<file path="config.mk">
export PLATFORM = sky130hd
export DESIGN_NAME = commit_arb_s
export DESIGN_NICKNAME = d
export VERILOG_FILES = /design/src/rtl/commit_arb_s.sv
export SDC_FILE = /design/constraint.sdc
export NUM_CORES = 1
export LEC_CHECK = 0
export CAP_MARGIN = 20
export CORE_MARGIN = 1
export CORE_UTILIZATION = 55
export CTS_BUF_LIST = sky130_fd_sc_hd__clkbuf_8
export DETAILED_ROUTE_END_ITERATION = 8
export GPL_ROUTABILITY_DRIVEN = 0
export PLACE_DENSITY = 0.82
export SYNTH_ARGS = -nofsm -noshare
export SYNTH_HDL_FRONTEND = slang
export SYNTH_SLANG_ARGS = --single-unit
</file>
<file path="constraint.sdc">
create_clock -name clock -period 9.39 [get_ports clock]
set_input_delay 2.817 -clock clock [delete_from_list [all_inputs] [get_ports clock]]
set_output_delay 2.817 -clock clock [all_outputs]
set_load 0.01 [all_outputs]
</file>
<file path="src/rtl/commit_arb_s.sv">
// commit_arb_s: upstream commit arbiter for the scalar reorder buffer.
// Each of five sources (0=LdSt1, 1=LdSt2, 2=Math, 3=Mv, 4=V) owns one
// pending slot. A round-robin search over the slots loads a single
// registered commit stream that is handed off with a valid/ack handshake.
// Optional macro COMMIT_ARB_BYPASS_EN: when every slot is empty and the
// output register is free, the lowest-index requester goes straight into
// the output register and skips its pending slot.
module commit_arb_s #(
    parameter int NUM_SRC   = 5,
    parameter int WIDTH_SRC = 3,
    parameter int WIDTH_NO  = 8
) (
    input  logic                               clock,
    input  logic                               reset,
    input  logic [NUM_SRC-1:0]                 I_Req,
    input  logic [NUM_SRC-1:0][WIDTH_NO-1:0]   I_No,
    output logic [NUM_SRC-1:0]                 O_Grant,
    output logic                               O_Commit_Req,
    output logic [WIDTH_NO-1:0]                O_Commit_No,
    output logic [WIDTH_SRC-1:0]               O_Commit_Src,
    input  logic                               I_Commit_Ack,
    output logic [NUM_SRC-1:0]                 O_Pend,
    output logic                               O_Empty
);

    logic [NUM_SRC-1:0]               pend_v_q, pend_v_d;
    logic [NUM_SRC-1:0][WIDTH_NO-1:0] pend_no_q, pend_no_d;
    logic                             out_v_q, out_v_d;
    logic [WIDTH_NO-1:0]              out_no_q, out_no_d;
    logic [WIDTH_SRC-1:0]             out_src_q, out_src_d;
    logic [WIDTH_SRC-1:0]             ptr_q, ptr_d;

    logic                             out_free;
    logic                             load;
    logic [WIDTH_SRC-1:0]             sel;
    logic [WIDTH_SRC-1:0]             idx;
    logic                             found;
    logic [NUM_SRC-1:0]               drain;
    logic [NUM_SRC-1:0]               cap;

    logic                             byp_v;
    logic [WIDTH_SRC-1:0]             byp_sel;
    logic [NUM_SRC-1:0]               byp_mask;

    assign out_free = ~out_v_q | I_Commit_Ack;
    assign load     = out_free & (|pend_v_q);

    // Round-robin search: first valid slot after ptr_q, wrapping at NUM_SRC-1.
    always_comb begin
        sel   = '0;
        found = 1'b0;
        idx   = ptr_q;
        for (int unsigned k = 0; k < NUM_SRC; k++) begin
            idx = (idx == WIDTH_SRC'(NUM_SRC - 1)) ? '0 : idx + 1'b1;
            if (!found && pend_v_q[idx]) begin
                sel   = idx;
                found = 1'b1;
            end
        end
    end

    assign drain = load ? (NUM_SRC'(1) << sel) : '0;

`ifdef COMMIT_ARB_BYPASS_EN
    // Bypass select: lowest-index requester while all slots are empty.
    always_comb begin
        byp_sel  = '0;
        byp_v    = 1'b0;
        byp_mask = '0;
        if (out_free && !(|pend_v_q)) begin
            for (int unsigned i = 0; i < NUM_SRC; i++) begin
                if (!byp_v && I_Req[i]) begin
                    byp_v       = 1'b1;
                    byp_sel     = WIDTH_SRC'(i);
                    byp_mask[i] = 1'b1;
                end
            end
        end
    end
`else
    assign byp_v    = 1'b0;
    assign byp_sel  = '0;
    assign byp_mask = '0;
`endif

    // A source may hand over whenever its slot is empty or being drained now.
    assign O_Grant = ~pend_v_q | drain;
    assign cap     = I_Req & O_Grant & ~byp_mask;

    // Slot update: capture wins over drain so a same-cycle refill keeps the slot valid.
    always_comb begin
        pend_v_d  = pend_v_q;
        pend_no_d = pend_no_q;
        for (int unsigned i = 0; i < NUM_SRC; i++) begin
            if (cap[i]) begin
                pend_v_d[i]  = 1'b1;
                pend_no_d[i] = I_No[i];
            end else if (drain[i]) begin
                pend_v_d[i] = 1'b0;
            end
        end
    end

    // Output register: load from the selected slot (or bypass), else clear on ack.
    always_comb begin
        out_v_d   = out_v_q;
        out_no_d  = out_no_q;
        out_src_d = out_src_q;
        ptr_d     = ptr_q;
        if (load) begin
            out_v_d   = 1'b1;
            out_no_d  = pend_no_q[sel];
            out_src_d = sel;
            ptr_d     = sel;
        end else if (byp_v) begin
            out_v_d   = 1'b1;
            out_no_d  = I_No[byp_sel];
            out_src_d = byp_sel;
            ptr_d     = byp_sel;
        end else if (I_Commit_Ack && out_v_q) begin
            out_v_d = 1'b0;
        end
    end

    // State registers; reset drops all pending and in-flight commits.
    always_ff @(posedge clock or posedge reset) begin
        if (reset) begin
            pend_v_q  <= '0;
            pend_no_q <= '0;
            out_v_q   <= 1'b0;
            out_no_q  <= '0;
            out_src_q <= '0;
            ptr_q     <= WIDTH_SRC'(NUM_SRC - 1);
        end else begin
            pend_v_q  <= pend_v_d;
            pend_no_q <= pend_no_d;
            out_v_q   <= out_v_d;
            out_no_q  <= out_no_d;
            out_src_q <= out_src_d;
            ptr_q     <= ptr_d;
        end
    end

    assign O_Commit_Req = out_v_q;
    assign O_Commit_No  = out_no_q;
    assign O_Commit_Src = out_src_q;
    assign O_Pend       = pend_v_q;
    assign O_Empty      = ~(|pend_v_q) & ~out_v_q;

endmodule

</file>
==> flow_metrics.env, run 1 <==
export IMPL_critical_path_max_stage_delay_ns=0.54
export IMPL_worstSetupStartpointType="flip-flop"
export IMPL_port_buffers=70
export IMPL_yosysTopAreaCell="dfrtp_1"
export IMPL_grt_pass1_vias=4193
export IMPL_num_vias=4474
export IMPL_skew_ns=0.00697
export IMPL_core_area_mm2=0.00781
export IMPL_async_reset_ff_frac=1.00
export IMPL_cp_required_ns=6.57
export IMPL_tritoncts="built"
export IMPL_avgSynthCellArea_um2=8.67
export IMPL_cts_sinks=58
export IMPL_crit_type="reg -> out"
export IMPL_worstPathMaxFanout=17
export IMPL_drive_gt1_frac=0.0947
export IMPL_path_buf_inv=4
export IMPL_crit_top_cell="ha_1"
export IMPL_drcViolationCount=0
export IMPL_die_w_um=92.3
export IMPL_cts_buffers=9
export IMPL_dpl_hpwl_um=8910
export IMPL_cp_arrival_ns=6.14
export IMPL_fmax_mhz=112
export IMPL_crit_path_top_delay_cell="clkdlybuf4s50_1"
export IMPL_r2r_cells=18
export IMPL_viasPerCell=6.66
export IMPL_drv_slew=0
export IMPL_drt_iter0_drc=388
export IMPL_boundaryPins=71
export IMPL_clkTransAtPathRegs_ns=0.07
export IMPL_firstDrtPassIters=5
export IMPL_fp_row_count=32
export IMPL_antenna_found_initial=0
export IMPL_htreeDepth=3
export IMPL_track_usage=0.308
export IMPL_hold_class="reg -> reg"
export IMPL_n_antenna_cell=0
export IMPL_rsz0062_at_grt="no"
export IMPL_ys_ff_latch=58
export IMPL_holdPathStages=2
export IMPL_cts_max_path_buffers=2
export IMPL_hold_viol_final=0
export IMPL_yosys_warnings=0
export IMPL_grt_max_degree=59
export IMPL_area_delta_synth_final_pct=20.3
export IMPL_netlist_area_mm2=0.00448
export IMPL_synth_flop_cell="dfrtp_1"
export IMPL_grt_pass1_wl_um=20600
export IMPL_fp_dieH_um=92.3
export IMPL_cp_num_cells=19
export IMPL_yosys_area_top_type_share=0.318
export IMPL_tns_ns=0
export IMPL_final_setup_viol_count=0
export IMPL_nets=621
export IMPL_synthDistinctLibCells=66
export IMPL_clk_latency_ns=0.34
export IMPL_cts_root_buf="clkbuf_8"
export IMPL_synth_edf_count=0
export IMPL_post_route_period_util=0.954
export IMPL_grt_overflow=0
export IMPL_synth_nets=573
export IMPL_critical_path_top_delay_family="compound AO/OA/AOI/OAI gates"
export IMPL_path_cells="inv_1 -> ha_1 -> a21o_1 -> ha_1 -> o21ai_0 -> a22oi_2 -> ha_1 -> nor2b_1 -> a221oi_1 -> nand4b_1 -> and4b_1 -> and3_1 -> or4_4 -> a2111oi_4 -> buf_4 -> mux2i_1 -> buf_4 -> o21ai_0 -> clkdlybuf4s50_1"
export IMPL_status="finished clean"
export IMPL_pre_cts_ws_ns=0.607
export IMPL_tightest_slew_ns=0.884
export IMPL_syn_inst=517
export IMPL_ff2ff_setup_slack_ns=3.36
export IMPL_setup_slack_ns=0.431
export IMPL_start_util=0.574
export IMPL_wl_per_cell_um=18.7
export IMPL_critPathCaptureType="primary output"
export IMPL_totalWireLength_um=12600
export IMPL_fin_crit_ns=8.96
export IMPL_postRouteAntennaNets=0
export IMPL_synth_area_top_cells="dfrtp_1 32%, mux2i_1 5.4%, nand2_1 4.9%"
export IMPL_cap_violations=0
export IMPL_dieArea_mm2=0.00851
export IMPL_ys_seq_area_frac=0.324
export IMPL_max_slew_margin_rel=0.411
==> stage by stage <==
step	hold slack (ns)	instances	utilization	cell area [um2]
3_3_place_gp	0.485	655	0.663	5180
2_1_floorplan	0.474	517	-	4480
5_1_grt	0.526	672	0.691	5390
3_5_place_dp	0.492	655	0.663	5180
6_report	0.503	672	0.691	5390
4_1_cts	0.510	671	0.688	5380
==> worst paths after layout <==
path | startpoint | endpoint
setup / recovery | O_Commit_Src[0]$_DFFE_PP0P_ | O_Grant[0]
hold / removal | O_Commit_Src[2]$_DFFE_PP0P_ | O_Commit_Src[2]$_DFFE_PP0P_
setup reg to reg | O_Commit_Src[0]$_DFFE_PP0P_ | O_Commit_No[4]$_DFFE_PP0P_
hold reg to reg | O_Commit_Src[2]$_DFFE_PP0P_ | O_Commit_Src[2]$_DFFE_PP0P_
max in group asynchronous | reset | O_Commit_Src[0]$_DFFE_PP0P_
min in group asynchronous | reset | pend_no_q[5]$_DFFE_PP0P_
==> final cells by class <==
class | count | area [um2]
inverter | 31 | 116
clock inverter | 5 | 46.3
tap | 102 | 128
timing repair buffer | 78 | 761
sequential | 58 | 1450
fill | 619 | 2410
multi-input combinational | 387 | 2740
clock buffer | 11 | 151
==> cell usage after synthesis, types with 3 or more instances <==
master	count
ha_1	8
nand4_1	3
a222oi_1	7
a22oi_1	9
o311ai_1	6
a32oi_1	3
a21o_1	4
o211ai_1	15
clkbuf_1	28
o311ai_0	10
and2_1	19
a21oi_1	21
or3_1	3
nand3b_1	16
nand2b_1	16
dfrtp_1	57
nor2_1	12
nand3_1	23
a31oi_1	9
nand2_1	59
inv_1	31
o2111ai_1	3
nand4b_1	8
o21ai_0	26
buf_4	5
a221oi_1	4
buf_2	4
mux2_2	9
nor2b_1	5
mux2i_1	24
o221ai_1	8
buf_1	3
nor3_1	8
o211ai_2	6
and3_1	6
==> state kept, by name (all words and copies together), names as in the netlist <==
signal / flops
pend_no_q: 40
O_Pend: 5
ptr_q: 1
O_Commit_Src: 3
O_Commit_Req: 1
O_Commit_No: 8
==> per-layer routing <==
layer | track usage | wire [um] | up-vias
li1 | - | - | 2049
met1 | 0.413 | 5160 | 2159
met2 | 0.483 | 6080 | 229
met3 | 0.0531 | 983 | 37
met4 | 0.145 | 371 | 0
met5 | 0 | 0 | -
==> what timing repair did <==
action / 4_1_cts / 5_1_grt
setup endpoints to repair: 0 / 4
setup buffers: 0 / 1
hold buffers: 0 / 0
gates resized for setup: 0 / 3
==> worst register-to-register path, cell delays in order (launching register included) <==
cell,delay [ns]
dfrtp_2,0.50
inv_1,0.15
ha_1,0.27
a21o_1,0.25
ha_1,0.29
o21ai_0,0.20
a22oi_2,0.38
ha_1,0.36
nor2b_1,0.08
a221oi_1,0.48
nand4b_1,0.15
and4b_1,0.26
and3_1,0.17
or4_4,0.50
a2111oi_4,0.35
buf_4,0.23
a21o_1,0.71
mux2i_1,0.41
o221ai_1,0.15
==> kinds of logic (layout without fill, tap and decap cells) <==
group,Yosys count,in the layout,synth area share
compound gates,155,155,0.270
flops,58,58,0.324
fa+ha+maj,8,8,0.0223
simple gates,188,188,0.228
mux,35,35,0.0863
buf+inv,72,125,0.0673
xor+xnor,1,1,0.00195
==> cells in the final DEF, fill, tap and decap left out, types with 4 or more instances in the layout <==
cell type	instances
and3_1	6
nand3b_1	16
nor2_1	12
nor3_1	8
a21o_1	4
inv_1	33
mux2i_1	24
a222oi_1	7
a221oi_1	4
clkdlybuf4s50_1	70
dfrtp_1	56
nor2b_1	5
o21ai_0	26
a21oi_1	21
o211ai_2	6
o311ai_1	6
o221ai_1	8
nand2b_1	16
clkbuf_8	11
mux2_2	9
buf_4	8
and2_1	19
nand2_1	59
nand3_1	23
a22oi_1	9
a31oi_1	9
nand4b_1	8
o211ai_1	15
ha_1	8
o311ai_0	10
Power of run 1 is not shown: default switching activity piles up to over one toggle a cycle in this logic, so the estimate is an artifact.
==> inputs of run 2 (changes only) <==
--- a/config.mk
+++ b/config.mk
@@ -5,13 +5,14 @@
 export SDC_FILE = /design/constraint.sdc
 export NUM_CORES = 1
 export LEC_CHECK = 0
-export CAP_MARGIN = 20
 export CORE_MARGIN = 1
 export CORE_UTILIZATION = 55
 export CTS_BUF_LIST = sky130_fd_sc_hd__clkbuf_8
+export CTS_CLUSTER_SIZE = 16
 export DETAILED_ROUTE_END_ITERATION = 8
+export DONT_BUFFER_PORTS = 1
 export GPL_ROUTABILITY_DRIVEN = 0
-export PLACE_DENSITY = 0.82
+export PLACE_DENSITY = 0.7
 export SYNTH_ARGS = -nofsm -noshare
 export SYNTH_HDL_FRONTEND = slang
 export SYNTH_SLANG_ARGS = --single-unit
==> run 2 against run 1 <==
Against the previous run:
- non-clock buffer count shrank 72
- cell area is 12% lower
- core utilization decreased by 8.6 points
- wire length shrank 5.0%
- cell count shrank 11%
- flip-flop and latch count unchanged
- setup slack improved by 0.089 ns
- largest cell class unchanged
==> flow_metrics.env, run 2 (synthesis results as in run 1) <==
export IMPL_cp_required_ns=6.57
export IMPL_boundaryPins=71
export IMPL_grt_overflow=0
export IMPL_fmax_mhz=113
export IMPL_post_cts_setup_buffers=0
export IMPL_cp_arrival_ns=6.05
export IMPL_max_slew_margin_rel=0.403
export IMPL_cts_buffers=9
export IMPL_drive_gt1_frac=0.108
export IMPL_tritoncts="built"
export IMPL_tightest_slew_ns=0.873
export IMPL_n_antenna_cell=0
export IMPL_final_setup_viol_count=0
export IMPL_whs_ns=0.520
export IMPL_r2r_cells=17
export IMPL_ctsHoldBuffers=0
export IMPL_hold_viol_final=0
export IMPL_antenna_found_initial=0
export IMPL_critPathCaptureType="primary output"
export IMPL_num_vias=4080
export IMPL_core_area_mm2=0.00781
export IMPL_setup_slack_ns=0.519
export IMPL_grt_pass1_vias=3708
export IMPL_fp_dieH_um=92.3
export IMPL_totalWireLength_um=12000
export IMPL_postRouteAntennaNets=0
export IMPL_rsz0062_at_grt="no"
export IMPL_cts_resized=0
export IMPL_drt_iter0_drc=399
export IMPL_mostFrequentLayoutCell="nand2_1"
export IMPL_die_w_um=92.3
export IMPL_nets=549
export IMPL_drcViolationCount=0
export IMPL_ff2ff_setup_slack_ns=3.08
export IMPL_dpl_hpwl_um=8430
export IMPL_drv_slew=0
export IMPL_clkTransAtPathRegs_ns=0.07
export IMPL_wl_per_cell_um=19.9
export IMPL_final_cell_mix="59 x nand2_1, 57 x dfrtp_1, 30 x inv_1, 26 x o21ai_0, 24 x mux2i_1"
export IMPL_post_route_period_util=0.945
export IMPL_start_util=0.574
export IMPL_tns_ns=0
export IMPL_crit_type="reg -> out"
export IMPL_worstSetupStartpointType="flip-flop"
export IMPL_status="finished clean"
export IMPL_skew_ns=0.0105
export IMPL_clk_latency_ns=0.34
export IMPL_area_delta_synth_final_pct=5.30
export IMPL_cap_violations=0
export IMPL_grt_max_degree=59
export IMPL_port_buffers=0
export IMPL_track_usage=0.290
export IMPL_final_util=0.604
export IMPL_fp_row_count=32
export IMPL_cts_max_path_buffers=2
export IMPL_pre_cts_ws_ns=0.955
export IMPL_viasPerCell=6.80
export IMPL_cts_sinks=58
export IMPL_fin_crit_ns=8.87
export IMPL_dieArea_mm2=0.00851
export IMPL_regMostFlops="pend_no_q"
export IMPL_holdPathStages=1
export IMPL_hold_class="reg -> reg"
export IMPL_firstDrtPassIters=5
export IMPL_worstPathMaxFanout=17
export IMPL_largest_reg_flops=40
export IMPL_htreeDepth=3
export IMPL_grt_pass1_wl_um=19100
export IMPL_cts_root_buf="clkbuf_8"
-- run 2: changes by cell type in the layout (fill, tap and decap cells not counted), sizes merged --
cell and delta:
inv -3, bufinv +1, clkdlybuf4s50 -70, clkinvlp +1, clkbuf +1, buf -2
-- run 2: layout make-up --
| class | instances | area, um2 |
|---|---|---|
| inverters | 31 | 116 |
| fillers | 686 | 3090 |
| clock inverters | 4 | 72.6 |
| well taps | 102 | 128 |
| multi-input cells | 387 | 2730 |
| clock buffers | 12 | 165 |
| repair buffers | 6 | 57.6 |
| flip-flops and latches | 58 | 1450 |
-- run 2: critical path, cell delays in order (launching register included) --
cell and delay (ns):
dfrtp_1 0.66, inv_1 0.16, ha_1 0.38, inv_1 0.16, ha_1 0.29, o21ai_0 0.20
a22oi_2 0.38, ha_1 0.37, nor2b_1 0.08, a221oi_1 0.44, o211ai_1 0.18, a21o_1 0.22
and3_1 0.17, or4_4 0.50, a2111oi_4 0.59, a31oi_2 0.40, o21ai_0 0.53
-- run 2: per-stage QoR --
| stage | area (um2) | cells |
|---|---|---|
| 2_1_floorplan | 4480 | 517 |
| 3_3_place_gp | 4480 | 584 |
| 3_5_place_dp | 4480 | 584 |
| 4_1_cts | 4720 | 600 |
| 5_1_grt | 4720 | 600 |
| 6_report | 4720 | 600 |
-- run 2: path summary, 6_finish.rpt --
| kind | start | end |
|---|---|---|
| worst max-delay path | O_Commit_Src[0]$_DFFE_PP0P_ | O_Grant[1] |
| worst min-delay path | pend_no_q[37]$_DFFE_PP0P_ | pend_no_q[37]$_DFFE_PP0P_ |
| worst max register to register | O_Commit_Src[0]$_DFFE_PP0P_ | O_Commit_No[4]$_DFFE_PP0P_ |
| worst min register to register | pend_no_q[37]$_DFFE_PP0P_ | pend_no_q[37]$_DFFE_PP0P_ |
| max in group asynchronous | reset | pend_no_q[17]$_DFFE_PP0P_ |
| min in group asynchronous | reset | pend_no_q[39]$_DFFE_PP0P_ |
-- run 2: layer usage --
layer | routed length (um) | GRT usage
met1 | 5110 | 0.386
met2 | 5720 | 0.461
met3 | 885 | 0.0630
met4 | 245 | 0.108
met5 | 0 | 0
Power of run 2 is left out for the same reason.
==> inputs of run 3 (changes only) <==
--- a/config.mk
+++ b/config.mk
@@ -12,7 +12,7 @@
 export DETAILED_ROUTE_END_ITERATION = 8
 export DONT_BUFFER_PORTS = 1
 export GPL_ROUTABILITY_DRIVEN = 0
-export PLACE_DENSITY = 0.7
+export PLACE_DENSITY_LB_ADDON = 0.25
 export SYNTH_ARGS = -nofsm -noshare
 export SYNTH_HDL_FRONTEND = slang
 export SYNTH_SLANG_ARGS = --single-unit
==> run 3 against run 2 <==
Against the previous run:
- critical path depth grew 1
- first-iteration DRC count rose by 0.50%
- cell count up 0.17%
==> flow_metrics.env, run 3 (synthesis results as in run 1) <==
export IMPL_cts_sinks=58
export IMPL_postRouteAntennaNets=0
export IMPL_cts_max_path_buffers=2
export IMPL_cts_resized=0
export IMPL_drcViolationCount=0
export IMPL_ctsHoldBuffers=0
export IMPL_status="finished clean"
export IMPL_final_setup_viol_count=0
export IMPL_min_from="pend_no_q[35]$_DFFE_PP0P_"
export IMPL_start_util=0.574
export IMPL_worstPathMaxFanout=13
export IMPL_tightest_slew_ns=0.951
export IMPL_num_vias=4074
export IMPL_setup_slack_ns=0.491
export IMPL_skew_ns=0.00883
export IMPL_fin_crit_ns=8.90
export IMPL_wl_per_cell_um=20.0
export IMPL_post_route_period_util=0.948
export IMPL_n_fill_cell=684
export IMPL_tns_ns=0
export IMPL_reg2reg_from="O_Commit_Src[0]$_DFFE_PP0P_"
export IMPL_pre_cts_ws_ns=0.962
export IMPL_track_usage=0.293
export IMPL_r2r_cells=17
export IMPL_fmax_mhz=112
export IMPL_dieArea_mm2=0.00851
export IMPL_clkTransAtPathRegs_ns=0.07
export IMPL_tritoncts="built"
export IMPL_drt_iter0_drc=401
export IMPL_core_area_mm2=0.00781
export IMPL_hold_viol_final=0
export IMPL_grt_pass1_vias=3874
export IMPL_crit_type="reg -> out"
export IMPL_antenna_found_initial=0
export IMPL_firstDrtPassIters=5
export IMPL_holdPathStages=2
export IMPL_cts_buffers=9
export IMPL_cap_violations=0
export IMPL_cp_required_ns=6.57
export IMPL_cts_root_buf="clkbuf_8"
export IMPL_clk_latency_ns=0.33
export IMPL_startpoint="O_Commit_Src[0]$_DFFE_PP0P_"
export IMPL_rsz0062_at_grt="no"
export IMPL_final_cell_mix="59 x nand2_1, 57 x dfrtp_1, 33 x inv_1, 26 x o21ai_0, 24 x mux2i_1"
export IMPL_worstSetupStartpointType="flip-flop"
export IMPL_viasPerCell=6.78
export IMPL_dpl_hpwl_um=8530
export IMPL_htreeDepth=3
export IMPL_hold_class="reg -> reg"
export IMPL_grt_pass1_wl_um=19500
export IMPL_final_util=0.599
export IMPL_fp_row_count=32
export IMPL_die_w_um=92.3
export IMPL_boundaryPins=71
export IMPL_totalWireLength_um=12000
export IMPL_grt_overflow=0
export IMPL_mostFrequentLayoutCell="nand2_1"
export IMPL_port_buffers=0
export IMPL_nets=550
export IMPL_largest_reg_flops=40
export IMPL_drive_gt1_frac=0.104
export IMPL_area_delta_synth_final_pct=4.30
export IMPL_grt_max_degree=59
export IMPL_n_antenna_cell=0
export IMPL_post_cts_setup_buffers=0
export IMPL_fp_dieH_um=92.3
export IMPL_critPathCaptureType="primary output"
export IMPL_regMostFlops="pend_no_q"
export IMPL_drv_slew=0
export IMPL_cp_arrival_ns=6.08
export IMPL_max_slew_margin_rel=0.350
==> run 3: changes by cell type in the layout (fill, tap and decap cells not counted) <==
cell and change:
bufinv_16 -1, clkinvlp_4 -1, buf_12 -1, inv_1 +3, clkbuf_8 -1, buf_4 +2
==> run 3: worst paths after layout <==
kind | end | slack (ns)
worst min-delay path | O_Commit_No[3]$_DFFE_PP0P_ | 0.51
min in group asynchronous | O_Pend[4]$_DFFE_PP0P_ | 2.56
worst max-delay path | O_Grant[2] | 0.49
worst min register to register | O_Commit_No[3]$_DFFE_PP0P_ | 0.51
max in group asynchronous | pend_no_q[26]$_DFFE_PP0P_ | 6.32
worst max register to register | O_Commit_No[2]$_DFFE_PP0P_ | 3.01
==> run 3: layout make-up <==
type	instances	area (um2)	area share
inverter	31	116	0.0249
sequential	58	1450	0.311
multi-input combinational	387	2730	0.584
clock buffer	11	151	0.0324
tap	102	128	0.0273
timing repair buffer	7	52.6	0.0112
clock inverter	5	46.3	0.00990
==> run 3: stage by stage <==
stage / std cells / area (um2) / hold slack (ns)
global route: 601 / 4670 / 0.533
CTS: 601 / 4670 / 0.512
detailed placement: 585 / 4480 / 0.500
floorplan: 517 / 4480 / 0.474
global placement: 585 / 4480 / 0.487
finish: 601 / 4670 / 0.511
==> run 3: worst max-delay path, stage by stage (launching register included) <==
cell	delay, ns
dfrtp_1	0.68
inv_1	0.16
ha_1	0.37
inv_1	0.16
ha_1	0.28
o21ai_0	0.21
a22oi_2	0.40
ha_1	0.37
nor2b_1	0.09
a221oi_1	0.46
nand4b_1	0.14
and4b_1	0.26
and3_1	0.15
or4_4	0.50
a2111oi_4	0.61
a31oi_2	0.29
o21a_1	0.43
inv_1	0.19
==> run 3: per-layer routing <==
metal | global-route usage | wire length [um] | vias to the layer above
met2 | 0.471 | 5700 | 201
met3 | 0.0779 | 1070 | 33
met1 | 0.379 | 4910 | 1937
met4 | 0.108 | 341 | 0
met5 | 0 | 0 | -
li1 | - | - | 1903
Power of run 3 is left out for the same reason.
